$ cat src/rtl/comparador_secuencial.sv
// rtl/comparador_secuencial.sv - binary-search segment locator over a loadable sorted threshold table
module comparador_secuencial #(
   parameter int Width     = 24,
   parameter int IdxBits   = 5,
   parameter bit Inclusive = 1'b1
) (
   input  logic                      CLK,
   input  logic                      RST,
   input  logic                      InValid,
   output logic                      InReady,
   input  logic signed [Width-1:0]   A,
   input  logic                      WrEn,
   input  logic        [IdxBits-1:0] WrAddr,
   input  logic signed [Width-1:0]   WrData,
   output logic                      WrDrop,
   output logic                      OutValid,
   input  logic                      OutReady,
   output logic        [IdxBits-1:0] OutComp,
   output logic                      OutSat
);

   localparam int NSeg  = 1 << IdxBits;
   localparam int StepW = (IdxBits > 1) ? $clog2(IdxBits) : 1;

   localparam logic [1:0] S_IDLE   = 2'd0;
   localparam logic [1:0] S_SEARCH = 2'd1;
   localparam logic [1:0] S_DONE   = 2'd2;

   logic        [1:0]         r_state;
   logic signed [Width-1:0]   r_a;
   logic        [IdxBits-1:0] r_lo;
   logic        [StepW-1:0]   r_step;
   logic        [IdxBits-1:0] r_comp;
   logic                      r_sat;
   logic                      r_out_valid;
   logic                      r_wr_drop;
   logic signed [Width-1:0]   r_table [0:NSeg-1];

   logic        [IdxBits-1:0] w_pow;
   logic        [IdxBits-1:0] w_probe;
   logic signed [Width-1:0]   w_thr;
   logic                      w_go_right;
   logic        [IdxBits-1:0] w_lo_next;

   // The probe index never exceeds 2^IdxBits-2, so the top slot is never read.
   assign w_pow      = IdxBits'(1) << r_step;
   assign w_probe    = r_lo + w_pow - IdxBits'(1);
   assign w_thr      = r_table[w_probe];
   assign w_go_right = Inclusive ? (r_a > w_thr) : (r_a >= w_thr);
   assign w_lo_next  = w_go_right ? (r_lo + w_pow) : r_lo;

   assign InReady  = (r_state == S_IDLE);
   assign OutValid = r_out_valid;
   assign OutComp  = r_comp;
   assign OutSat   = r_sat;
   assign WrDrop   = r_wr_drop;

   always_ff @(posedge CLK) begin
      if (!RST) begin
         r_state     <= S_IDLE;
         r_a         <= '0;
         r_lo        <= '0;
         r_step      <= '0;
         r_comp      <= '0;
         r_sat       <= 1'b0;
         r_out_valid <= 1'b0;
         r_wr_drop   <= 1'b0;
         for (int i = 0; i < NSeg; i++) begin
            r_table[i] <= '0;
         end
      end else begin
         r_wr_drop <= 1'b0;
         if (WrEn) begin
            if ((r_state == S_IDLE) && (WrAddr != IdxBits'(NSeg - 1))) begin
               r_table[WrAddr] <= WrData;
            end else begin
               r_wr_drop <= 1'b1;
            end
         end

         case (r_state)
            S_IDLE: begin
               if (InValid) begin
                  r_a     <= A;
                  r_lo    <= '0;
                  r_step  <= StepW'(IdxBits - 1);
                  r_state <= S_SEARCH;
               end
            end
            S_SEARCH: begin
               r_lo <= w_lo_next;
               if (r_step == '0) begin
                  r_comp      <= w_lo_next;
                  r_sat       <= (w_lo_next == '0) || (w_lo_next == '1);
                  r_out_valid <= 1'b1;
                  r_state     <= S_DONE;
               end else begin
                  r_step <= r_step - StepW'(1);
               end
            end
            S_DONE: begin
               if (OutReady) begin
                  r_out_valid <= 1'b0;
                  r_state     <= S_IDLE;
               end
            end
            default: r_state <= S_IDLE;
         endcase
      end
   end

endmodule

$ cat config.mk
export PLATFORM = sky130hd
export DESIGN_NAME = comparador_secuencial
export DESIGN_NICKNAME = d
export VERILOG_FILES = /design/src/rtl/comparador_secuencial.sv
export SDC_FILE = /design/constraint.sdc
export NUM_CORES = 1
export LEC_CHECK = 0
export BUFFER_PORTS_ARGS = -buffer_cell sky130_fd_sc_hd__clkbuf_2
export CORE_AREA = 4 4 282 284
export CTS_CLUSTER_DIAMETER = 40
export DETAILED_ROUTE_END_ITERATION = 10
export DIE_AREA = 0 0 286 288
export GPL_ROUTABILITY_DRIVEN = 0
export HOLD_SLACK_MARGIN = 0.08
export PLACE_DENSITY = 0.66
export SETUP_SLACK_MARGIN = 0.2
export SYNTH_ARGS = -nofsm -noshare
export SYNTH_HDL_FRONTEND = slang
export SYNTH_SLANG_ARGS = --single-unit
$ cat constraint.sdc
create_clock -name CLK -period 15.4 [get_ports CLK]
set_input_delay 2.31 -clock CLK [delete_from_list [all_inputs] [get_ports CLK]]
set_output_delay 2.31 -clock CLK [all_outputs]
set_load 0.01 [all_outputs]
==> results.ini <==
[clock_tree]
ctsLongestPathBuffers=3
cts_setup_buffers=0
clk_pin_slew_ns=0.06
post_cts_resized=0
cts.sinks=810
cts-root-buf=clkbuf_16
hold_buffers=0
clk_latency_ns=0.67
cts_inserted_buffers=113
cts_tree=yes
h-tree-depth=3

[placement]
placed_area_mm2=0.0389
place_inst=3483
hpwl_mm=58.1
io_buffers=66

[status]
outcome=finished clean

[drt]
via_per_inst=5.89
drt_iter0_drc=2440
ant_nets=0
finalWirelength_mm=103
drcViolationCount=0
wire_per_inst_um=27.9
dr.pass1.iters=5
vias=21800

[sta]
fin_setup_tns_ns=0
report.final.hold_viol_count=0
finalCriticalPeriod_ns=7.45
final-max-slew-violation-count=0
fin_crit_sh=0.484
fin_skew_ns=0.0177
whs_ns=0.457
slew_headroom=0.102
finalSetupViolCount=0
maxClockFrequency_mhz=134
tightestPinTransition_ns=1.35
rsz0062_at_grt=no

[logic_synthesis]
synth_edf_count=768
synth.most_common_cell=and2_1
ys_seq_elements=810
async_flop_share=0
syn_avg_cell_area_um2=14.8
yosysWarnings=0
postSynthCellCount=2522
ys_top_cells_by_area=edfxtp_1 62%, and2_1 13%, mux4_2 12%, dfxtp_1 2.2%, clkbuf_1 1.8%
ys_top_cells_by_count=785 x and2_1, 768 x edfxtp_1, 192 x mux4_2
synth_top_area_share=0.617
synthFlopType=edfxtp_1
synth_top_cell_by_area=edfxtp_1
synth_cell_types=51
ys_seq_area_frac=0.639
netlist_area_mm2=0.0374

[worst_setup_path]
cp_max_fo=104
crit_type=reg -> reg
required_ns=15.98
start_kind=flop
reg2reg_slack_ns=7.95
crit_path_end_kind=flop
worst_ep_arrival_time_ns=8.03

[grt]
antenna_found_initial=3
use_met1=0.342
grtUsageTotal=0.251
grt_busiest_layer=met2
overflow=0
grt_max_degree=117
grt_pass1_vias=22200
grt.met3_usage=0.0542
grt_pass1_wl_mm=151
grt_use_met2=0.399

[finish]
diodes=0
layout-area-overhead-vs-synth_pct=14.3
post_route_cells_drive_above_1_share=0.216
regArea_mm2=0.0239
layout.cells.non_filler=3695
fill_cells=6050
multiInputGateArea_mm2=0.0129
final_nets=2651
fin_area_mm2=0.0427

[floorplanning]
dieArea_mm2=0.0824
num_rows=102
die_w_um=286
io_pins=67
core_area_mm2=0.0771
start_util=0.485
fp.dieH_um=288

[worst_hold_path]
hold_class=reg -> reg

[pwr]
ir_worst_vdd_mv=0.184
power_leakage_nw=15.7
powerDensity_mw_per_mm2=172
power_w=0.00735

[flow_run]
maxCapViolCount=0

[cell families (layout without fill, tap and decap cells)]
group | after synthesis | in the layout | synth area share
and+or+nand+nor | 961 | 961 | 0.152
buffers and inverters | 239 | 349 | 0.0262
xor gates and xnor gates | 9 | 9 | 0.00311
other | 1 | 24 | 0.000100
adders and majority gates | 35 | 35 | 0.0119
muxes | 259 | 259 | 0.134
DFF | 810 | 810 | 0.639
AOI/OAI and AO/OA | 208 | 208 | 0.0332
[area by class of cell]
class / count / area share
timing repair buffer: 127 / 0.0193
tap: 1040 / 0.0305
multi-input combinational: 1496 / 0.301
sequential: 810 / 0.559
clock inverter: 86 / 0.0214
inverter: 10 / 0.000878
clock buffer: 126 / 0.0673
[cell usage in the layout (no fill, tap or decap), types with 5 or more instances in the layout]
cell type	Yosys	layout
clkinv_2	0	10
and2_1	785	785
clkinvlp_4	0	10
clkbuf_2	2	66
mux2i_1	66	66
clkinv_4	0	17
a22oi_1	5	5
dfxtp_1	42	42
clkinv_1	0	17
bufinv_16	0	13
nand4_1	6	6
mux4_2	192	192
a21oi_1	84	84
clkbuf_16	0	113
o21ai_2	0	27
inv_1	10	9
a21o_1	5	5
clkbuf_1	176	13
o21ai_1	5	5
nor2_1	43	19
nor2b_1	7	7
nand3_1	17	17
buf_4	3	58
nor2_2	1	25
edfxtp_1	768	768
conb_1	1	24
a211oi_1	56	56
o21ai_0	42	11
ha_1	34	32
inv_6	0	15
nand2_1	79	79
[flip-flops by register name, summed over array words and instances, names as in the netlist]
name,flops
r_state,2
OutSat,1
WrDrop,1
r_step,3
OutValid,1
r_a,24
r_table,768
r_lo,5
OutComp,5
[per-layer routing]
metal  part of all wire  vias to the layer above
met5                  0                        -
met1               0.40                    11200
met2               0.47                     1025
met4              0.040                        0
li1                   -                     9330
met3              0.095                      197
[final timing paths]
check / from / to / depth (start not counted)
setup / recovery: r_step[0] / r_lo[4] / 20
hold reg to reg: OutComp[4] / OutComp[4] / 2
setup reg to reg: r_step[0] / r_lo[4] / 20
hold / removal: OutComp[4] / OutComp[4] / 2
[power by group]
group          switching [W]  internal, W  total, W
logic                0.00136     0.000876   0.00224
registers          0.0000365      0.00250   0.00253
clock network        0.00100      0.00158   0.00258
total                0.00240      0.00495   0.00735
[critical path: stages (launching register included)]
cell and delay (ns):
dfxtp_1 0.35, inv_1 0.12, ha_1 0.19, nor2b_1 0.40
ha_4 0.68, inv_1 0.25, ha_4 0.90, buf_12 0.55
mux4_2 0.43, and2_1 0.17, a211oi_1 0.66, a21oi_1 0.10
a21oi_1 0.19, ha_1 0.24, nand4_1 0.17, nor4_1 0.53
o211a_1 0.33, o211ai_2 0.23, nand2_2 0.20, and2_1 0.30
mux2i_1 0.23
[stage by stage]
stage,util,setup slack [ns]
after detailed placement,0.505,7.97
after global placement,0.505,8.11
final,0.554,7.95
after global routing,0.554,7.43
after floorplan,-,10.02
after CTS,0.554,7.93
No activity file was read; power rests on OpenSTA's default activity.
